<file path="config.mk">
export PLATFORM = sky130hd
export DESIGN_NAME = muldiv_ctrl
export DESIGN_NICKNAME = d
export VERILOG_FILES = /design/src/rtl/muldiv_ctrl.sv
export SDC_FILE = /design/constraint.sdc
export NUM_CORES = 1
export LEC_CHECK = 0
export CORE_MARGIN = 5
export CORE_UTILIZATION = 55
export CTS_CLUSTER_SIZE = 8
export DETAILED_ROUTE_END_ITERATION = 6
export GPL_TIMING_DRIVEN = 0
export HOLD_SLACK_MARGIN = 0.1
export PLACE_DENSITY_LB_ADDON = 0.25
export SKIP_LAST_GASP = 1
export SYNTH_ARGS = -nofsm -noshare
export SYNTH_HDL_FRONTEND = slang
export SYNTH_SLANG_ARGS = --single-unit
</file>
<file path="constraint.sdc">
create_clock -name CLK -period 3.6 [get_ports CLK]
set_input_delay 0.54 -clock CLK [delete_from_list [all_inputs] [get_ports CLK]]
set_output_delay 0.54 -clock CLK [all_outputs]
set_load 0.005 [all_outputs]
</file>
<file path="src/rtl/muldiv_ctrl.sv">
// Iterative MULT/MULTU/DIV/DIVU sequencer holding HI/LO for the execute stage.
// Magnitude shift-add multiply / restoring divide, sign fix-up applied once at the end.
module muldiv_ctrl #(
  parameter int ITER = 32
) (
  input  logic        CLK,
  input  logic        RST,
  input  logic        start,
  input  logic        ihit,
  input  logic [1:0]  op,
  input  logic [31:0] rs,
  input  logic [31:0] rt,
  input  logic        flush,
  output logic        stall,
  output logic        busy,
  output logic        done,
  output logic [31:0] hi,
  output logic [31:0] lo
);

  localparam int CW = $clog2(ITER);

  typedef enum logic [2:0] {IDLE, MUL, DIV, FIX, DONE} state_t;

  state_t        state_reg, state_next;
  logic [CW-1:0] cnt_reg;
  logic [32:0]   acc_reg;     // product upper half / partial remainder
  logic [31:0]   q_reg;       // multiplier (shifting out) / quotient (shifting in)
  logic [31:0]   m_reg;       // multiplicand / divisor magnitude
  logic          sgn_reg, div_reg, neg_a_reg, neg_b_reg, dz_reg;
  logic [31:0]   hi_reg, lo_reg;

  logic          accept, last_iter;
  logic [31:0]   mag_rs, mag_rt;
  logic [32:0]   mul_sum;
  logic [32:0]   div_shift;
  logic [33:0]   div_diff;
  logic          div_ok;
  logic [63:0]   prod, prod_neg;
  logic [31:0]   quo_neg, rem_neg;
  logic [31:0]   fix_hi, fix_lo;

  assign accept    = start & ihit & ~flush;
  assign last_iter = (cnt_reg == CW'(ITER - 1));
  assign mag_rs    = (op[0] & rs[31]) ? -rs : rs;
  assign mag_rt    = (op[0] & rt[31]) ? -rt : rt;

  assign mul_sum   = acc_reg + (q_reg[0] ? {1'b0, m_reg} : 33'd0);
  assign div_shift = {acc_reg[31:0], q_reg[31]};
  assign div_diff  = {1'b0, div_shift} - {2'b00, m_reg};
  assign div_ok    = ~div_diff[33];

  assign prod      = {acc_reg[31:0], q_reg};
  assign prod_neg  = -prod;
  assign quo_neg   = -q_reg;
  assign rem_neg   = -acc_reg[31:0];

  // Divide by zero always yields all-ones quotient; remainder fix-up restores rs exactly.
  always_comb begin
    fix_hi = 32'd0;
    fix_lo = 32'd0;
    if (div_reg) begin
      fix_hi = (sgn_reg & neg_a_reg) ? rem_neg : acc_reg[31:0];
      if (dz_reg)
        fix_lo = 32'hFFFF_FFFF;
      else
        fix_lo = (sgn_reg & (neg_a_reg ^ neg_b_reg)) ? quo_neg : q_reg;
    end else if (sgn_reg & (neg_a_reg ^ neg_b_reg)) begin
      {fix_hi, fix_lo} = prod_neg;
    end else begin
      {fix_hi, fix_lo} = prod;
    end
  end

  always_ff @(posedge CLK) begin
    if (RST) state_reg <= IDLE;
    else     state_reg <= state_next;
  end

  // Stall drops in DONE so a following MFHI/MFLO sees the committed values.
  always_comb begin
    state_next = state_reg;
    stall      = 1'b0;
    busy       = 1'b1;
    done       = 1'b0;
    case (state_reg)
      IDLE: begin
        busy = 1'b0;
        if (accept) begin
          stall      = 1'b1;
          state_next = op[1] ? DIV : MUL;
        end
      end
      MUL, DIV: begin
        stall = 1'b1;
        if (flush)          state_next = IDLE;
        else if (last_iter) state_next = FIX;
      end
      FIX: begin
        stall      = 1'b1;
        state_next = flush ? IDLE : DONE;
      end
      DONE: begin
        done       = 1'b1;
        state_next = IDLE;
      end
      default: state_next = IDLE;
    endcase
  end

  always_ff @(posedge CLK) begin
    if (RST) begin
      cnt_reg   <= '0;
      acc_reg   <= '0;
      q_reg     <= '0;
      m_reg     <= '0;
      sgn_reg   <= 1'b0;
      div_reg   <= 1'b0;
      neg_a_reg <= 1'b0;
      neg_b_reg <= 1'b0;
      dz_reg    <= 1'b0;
      hi_reg    <= '0;
      lo_reg    <= '0;
    end else begin
      case (state_reg)
        IDLE: begin
          if (accept) begin
            cnt_reg   <= '0;
            acc_reg   <= '0;
            q_reg     <= op[1] ? mag_rs : mag_rt;
            m_reg     <= op[1] ? mag_rt : mag_rs;
            sgn_reg   <= op[0];
            div_reg   <= op[1];
            neg_a_reg <= rs[31];
            neg_b_reg <= rt[31];
            dz_reg    <= (rt == 32'd0);
          end
        end
        MUL: begin
          acc_reg <= {1'b0, mul_sum[32:1]};
          q_reg   <= {mul_sum[0], q_reg[31:1]};
          cnt_reg <= cnt_reg + CW'(1);
        end
        DIV: begin
          acc_reg <= div_ok ? div_diff[32:0] : div_shift;
          q_reg   <= {q_reg[30:0], div_ok};
          cnt_reg <= cnt_reg + CW'(1);
        end
        FIX: begin
          if (!flush) begin
            hi_reg <= fix_hi;
            lo_reg <= fix_lo;
          end
        end
        default: ;
      endcase
    end
  end

  assign hi = hi_reg;
  assign lo = lo_reg;

endmodule
</file>
* After elaboration in Yosys (flattened, before gate mapping) *
Index checks and enable logic that the tools add are counted.

word-level totals
  register bits = 174
  output and inout bits = 67

operators by class
  equal/unequal tests = 7
  bitwise gates (word level) = 9
  reduce and logical (&&, ||, !) cells = 11
  $add $sub $neg = 8
  muxes and demuxes = 29

operators with widths
  cell                                                    number
  2-to-1 mux 32 bit                                       13
  negation 32 bit                                         4
  case mux 33 bit (3 select lines)                        1
  case mux 32 bit (3 select lines)                        1
  2-to-1 mux 33 bit                                       2
  negation 64 bit                                         1
  subtractor 33 x 32 -> 34 bit                            1
  adder 33 x 32 -> 33 bit                                 1
  logical NOT 32 bit                                      1
  2-to-1 mux 3 bit                                        4
  case mux 5 bit (2 select lines)                         1
  AND reduction 2 bit                                     5
  case mux 3 bit (3 select lines)                         1
  bitwise AND 1 bit                                       6
  == test 3 x 2 -> 1 bit (second input constant)          2
  adder 5 x 1 -> 5 bit (second input constant)            1
  == test 5 bit (second input constant)                   1
  2-to-1 mux 5 bit                                        1
  == test 3 x 1 -> 1 bit (second input constant)          1
  == test 3 bit (second input constant)                   1
  logical NOT 3 bit                                       1
  2-to-1 mux 1 bit                                        3
  inequality test 3 x 1 -> 1 bit (second input constant)  1
  nonzero test 3 bit                                      1
  8 further kinds                                         9

* Depth between registers and ports, before layout *
  depth in word-level cells = 5
  mapped depth = 14
  depth with buffers taken out = 13

* Worst setup path before layout *
No wires, ideal clock.

  kind = flip-flop to flip-flop
  from = register acc_reg[11]
  to = register acc_reg[12]
  slack = 0.484 ns
  period minus slack after synthesis = 3.116 ns
  data arrival time = 2.989 ns
  data required time = 3.472 ns
  library setup time = 0.128 ns
  cell stages (with the launch flop) = 13
  cell sequence = dfxtp_1 -> ha_1 -> buf_2 -> nand4_1 -> nor3_1 -> o311ai_1 -> a2111oi_2 -> nor2_1 -> o31ai_4 -> buf_2 -> mux2_2 -> a222oi_1 -> nor2_1

between the ends
  longest elaborated chain between the ends = 3
  elaborated cells between the ends (all ways) = 4
  those cells by class = 2 x add/sub; 2 x mux

ends and longest elaborated chain
  what                                RTL line  RTL
  start: declaration                  27        logic [32:0] acc_reg;
  start signal: assignment            140       acc_reg <= {1'b0, mul_sum[32:1]};
  start signal: assignment            145       acc_reg <= div_ok ? div_diff[32:0] : div_shift;
  subtractor 33 x 32 -> 34 bit        50        assign div_diff = {1'b0, div_shift} - {2'b00, m_reg};
  2-to-1 mux 33 bit                   145
  case mux 33 bit (3 select lines) *  125       case (state_reg)

Mark *: on every way between the ends. The rest lies on a longest branch, timed or not.
A chain may end at the register's enable or synchronous reset.

* Final worst setup path *
  from = register m_reg[0]
  to = register acc_reg[31]

between the ends
  longest elaborated chain between the ends = 3
  elaborated cells between the ends (all ways) = 5
  those cells by class = 2 x add/sub; 3 x mux

ends and longest elaborated chain
  what                                                                      RTL line  RTL
  start: declaration                                                        29        logic [31:0] m_reg;
  start signal: assignment                                                  131       m_reg <= op[1] ? mag_rt : mag_rs;
  subtractor 33 x 32 -> 34 bit / 2-to-1 mux 32 bit (equally long branches)  50, 48
  2-to-1 mux 33 bit / adder 33 x 32 -> 33 bit (equally long branches)       145, 48
  case mux 33 bit (3 select lines) *                                        125

Marks and branches as above.

==> reports/metrics.sh <==
MIN-DELAY-PATH-CLASS='reg -> reg'
FINAL_LAYOUT_SIZE_SUFFIX_GT1_SHARE_PCT=5.42
IR_DROP_mV=0.336
SYNTHESIS.NETS=2039
CPPEAKSTAGEDELAY_NS=0.46
FIRST_PASS_GRT_WIRE_LENGTH_UM=82900
DP.FINAL_HPWL_UM=43400
TRITONCTS_CLOCK_TREE='done'
SYN_AREA_SQ_MM=0.0139
REPORT.FINAL.HOLD_VIOL_COUNT=0
CTS-BUFFERS-INSERTED=17
ROUTE.FINAL.WIRE_LENGTH_UM=54900
DIE_WIDTH_UM=169
RRSETUPSLACK_NS=0.05
CRITICAL_PATH.CELL_CHAIN='and2_1 > ha_1 > inv_1 > fa_1 > nand2b_1 > a21oi_1 > o21ai_2 > a311oi_2 > nor4_1 > o21ai_1 > mux2i_1 > nor3_1 > a2111oi_1'
MIN_PERIOD_NS=3.55
ROOT_BUFFER_SELECTED_BY_CTS='sky130_fd_sc_hd__clkbuf_16'
SYN_TO_FINAL_GROWTH_PCT=19.5
MIN_PERIOD_OVER_PERIOD_PCT=98.6
IO_PINS=138
CLOCK_INSERTION_DELAY_WORST_SKEW_NS=0.46
GRT_SETUP_UNREPAIRED='true'
YOSYS.CELL_TYPES.COUNT=75
DESIGN.FINAL.NETS=2195
ANTENNA_FOUND_INITIAL=1
POWER.STATIC_LEAKAGE_uW=0.00626
WORST_HOLD_SLACK_NS=0.460
DRV_SLEW=0
GLOBALROUTEOVERFLOWTOTAL=0
DIODES=0
FINALCLOCKSKEW_NS=0.0234
GRT_MAX_DEGREE=23
MET1_LENGTH_UM=22800
HOLD_PATH_DEPTH=2
PORT-BUFFER-COUNT=136
ANT_NETS=0
SLOWEST_STAGE='sky130_fd_sc_hd__dfxtp_1'
SYNTH-EDFF-COUNT=0
FINALSETUPVIOLATIONS=0
CLOCK_PIN_SLEW_OF_THE_REGISTERS_ON_THE_WORST_CASE_SETUP_AND_HOLD_PATHS_NS=0.09
CRIT_FANOUT=3
PLACEABLECOREAREA_SQ_MM=0.0250
WORST_R2R_PATH_CELLS=13
DRC=0
CTS_BUFFER_DEPTH=2
CLKSINKCOUNT=174
CP-END-KIND='flop'
SYNTH.YOSYS.SEQ_AREA_SHARE_PCT=25.0
WORST-SETUP-PATH-TYPE='reg -> reg'
MAX_REG_FLOPS=33
CP-START-KIND='flop'
DETAILEDROUTE.FIRSTITERATIONVIOLATIONS=2140
DIE-AREA_SQ_MM=0.0286
CTS-HOLD-FIX-BUFFERS=0
YS_WARN_COUNT=0
TIMING.CRITICAL_PATH.ARRIVAL_NS=3.87
TRACK_USAGE_PCT=36.6
DETAILEDPLACE.WORSTSLACK_NS=-0.727
CORE.ROWCOUNT=58
PLACER_S_FINAL_ROUTABILITY_CONGESTION_ESTIMATE=1.06
DETAILEDROUTE.FIRSTPASSITERATIONCOUNT=6
DR_WL_MET3_UM=6540
RR_STARTPOINT='m_reg[0]'
POSTSYNTHAREAPERCELL_SQ_UM=7.35
CRIT_END='acc_reg[31]'
CRITPATHREQUIREDTIME_NS=3.92
DR_WL_MET2_UM=23400
LAYOUT.FILLER_CELLS=2222
CAP_VIOLATIONS=0
FP.DIEH_UM=169
STATUS='finished clean'
FLOORPLAN.INITIALDENSITY_PCT=55.6
SETUP.WORST_PATH.START='m_reg[0]'
ASYNC_RESET_FF_SHARE_PCT=0
NUMBER_OF_VIAS_PER_CELL=6.60
FIRST_GLOBAL_VIAS=14600
SYNTHFLOPTYPE='sky130_fd_sc_hd__dfxtp_1'
REG2REG_TO='acc_reg[31]'
WORST_PIN_SLEW_NS=1.15
SHARE_OF_THE_CORE_FILLED_WITH_CELLS_PCT=66.5
CTS_HTREE_LEVELS=4
WL_PER_CELL_UM=22.9
LAYOUT_SETUP_WS_NS=0.0487
VIA_COUNT=15800
SYNTH_CELLS=1896
POWER.DENSITY_mW_PER_MM2=389
REGISTER_BIT_TOTAL_FROM_SYNTHESIS=174
TIMING.SLEW.HEADROOM_PCT=23.1
FMAX_MHz=282
ROUTED.TOP_LAYER='met4'
==> layout make-up <==
cell class | instances | area, sq um | area share, %
Clock buffer | 17 | 425 | 2.56
Clock inverter | 15 | 218 | 1.31
Timing Repair Buffer | 141 | 1420 | 8.53
Sequential cell | 174 | 3490 | 21.0
Tap cell | 330 | 413 | 2.48
Inverter | 72 | 273 | 1.64
Buffer | 116 | 479 | 2.88
Multi-Input combinational cell | 1530 | 9920 | 59.6
==> through the flow <==
stage | instances | total power [uW] | instance area [sq um] | TNS [ns]
6_report | 2395 | 6470 | 16600 | 0
5_1_grt | 2395 | 6690 | 16600 | -0.136
4_1_cts | 2396 | 6260 | 16400 | -0.0628
3_5_place_dp | 2362 | 4230 | 15700 | -17.60
3_3_place_gp | 2362 | 4210 | 15700 | -16.10
2_1_floorplan | 1896 | 3530 | 13900 | 0
==> placed cells by master (no fill, tap or decap), types with 18 or more instances in the layout <==
master	instances
sky130_fd_sc_hd__nand3_1	32
sky130_fd_sc_hd__o211ai_1	18
sky130_fd_sc_hd__clkbuf_1	99
sky130_fd_sc_hd__nand2_1	150
sky130_fd_sc_hd__inv_1	67
sky130_fd_sc_hd__a211oi_1	82
sky130_fd_sc_hd__a21oi_1	172
sky130_fd_sc_hd__or3_1	20
sky130_fd_sc_hd__o21ai_0	94
sky130_fd_sc_hd__a221o_1	18
sky130_fd_sc_hd__a21o_1	32
sky130_fd_sc_hd__a221oi_1	26
sky130_fd_sc_hd__xor2_1	74
sky130_fd_sc_hd__ha_1	66
sky130_fd_sc_hd__o31ai_1	23
sky130_fd_sc_hd__nor2_1	277
sky130_fd_sc_hd__xnor2_1	83
sky130_fd_sc_hd__nor3_1	49
sky130_fd_sc_hd__clkdlybuf4s50_1	136
sky130_fd_sc_hd__dfxtp_1	165
sky130_fd_sc_hd__clkbuf_16	18
==> critical path: cells and delay by family, from the launching register on <==
kind | cells | cell delay, ns
buffers and inverters | 1 | 0.08
flip-flops | 1 | 0.46
AO/OA/AOI/OAI | 5 | 1.43
AND/OR/NAND/NOR | 4 | 0.56
adder cells (fa/ha/maj) | 2 | 0.61
multiplexers | 1 | 0.28
==> cells by family (layout without fill, tap and decap cells) <==
family | after synthesis | count (layout) | synth area share (%)
AND/OR/NAND/NOR | 652 | 652 | 21.3
AO/OA/AOI/OAI | 620 | 620 | 29.8
buffers and inverters | 192 | 361 | 5.22
flip-flops | 174 | 174 | 25.0
XOR/XNOR | 157 | 157 | 9.87
adder cells (fa/ha/maj) | 72 | 72 | 6.58
multiplexers | 29 | 29 | 2.22
==> worst min path at each step <==
stage                         from        to  slack [ns]
after global routing      m_reg[9]  m_reg[9]        0.48
after floorplan           m_reg[4]  m_reg[4]        0.43
after CTS                   hi[17]    hi[17]        0.46
after detailed placement    hi[17]    hi[17]        0.45
after global placement      hi[17]    hi[17]        0.44
final                       hi[17]    hi[17]        0.46
==> synth_stat cells (18+ instances only) <==
master                     number  area, sq um
sky130_fd_sc_hd__nor3_1        50          250
sky130_fd_sc_hd__o21ai_0       98          490
sky130_fd_sc_hd__xnor2_1       83          727
sky130_fd_sc_hd__nand2_1      150          563
sky130_fd_sc_hd__xor2_1        74          648
sky130_fd_sc_hd__dfxtp_1      174         3480
sky130_fd_sc_hd__inv_1         69          259
sky130_fd_sc_hd__a211oi_1      85          638
sky130_fd_sc_hd__a221o_1       18          180
sky130_fd_sc_hd__a21oi_1      174          871
sky130_fd_sc_hd__nor2_1       278         1040
sky130_fd_sc_hd__clkbuf_1     108          405
sky130_fd_sc_hd__o31ai_1       23          173
sky130_fd_sc_hd__a221oi_1      27          236
sky130_fd_sc_hd__nand3_1       33          165
sky130_fd_sc_hd__o211ai_1      18          135
sky130_fd_sc_hd__ha_1          70          876
sky130_fd_sc_hd__a21o_1        32          240
sky130_fd_sc_hd__or3_1         20          125
==> layer usage <==
metal / vias to the layer above / global-route usage [%]
met1: 7384 / 51.8
met5: - / 0
li1: 7272 / -
met3: 154 / 6.89
met4: 0 / 13.7
met2: 1007 / 55.7
==> power breakdown <==
group	switching, uW	internal, uW	leakage [uW]
logic	1410	914	0.00454
registers	134	2000	0.00142
clock network	1040	981	0.000308
total	2580	3890	0.00626
==> what timing repair did <==
action                                  in CTS  in global routing
pin swaps                                    2                  8
cloned                                       0                  1
endpoints found under the setup margin      41                 29
gates resized for setup                     20                 50
setup buffers                                2                  2
Power figures use the tool's default switching activity.
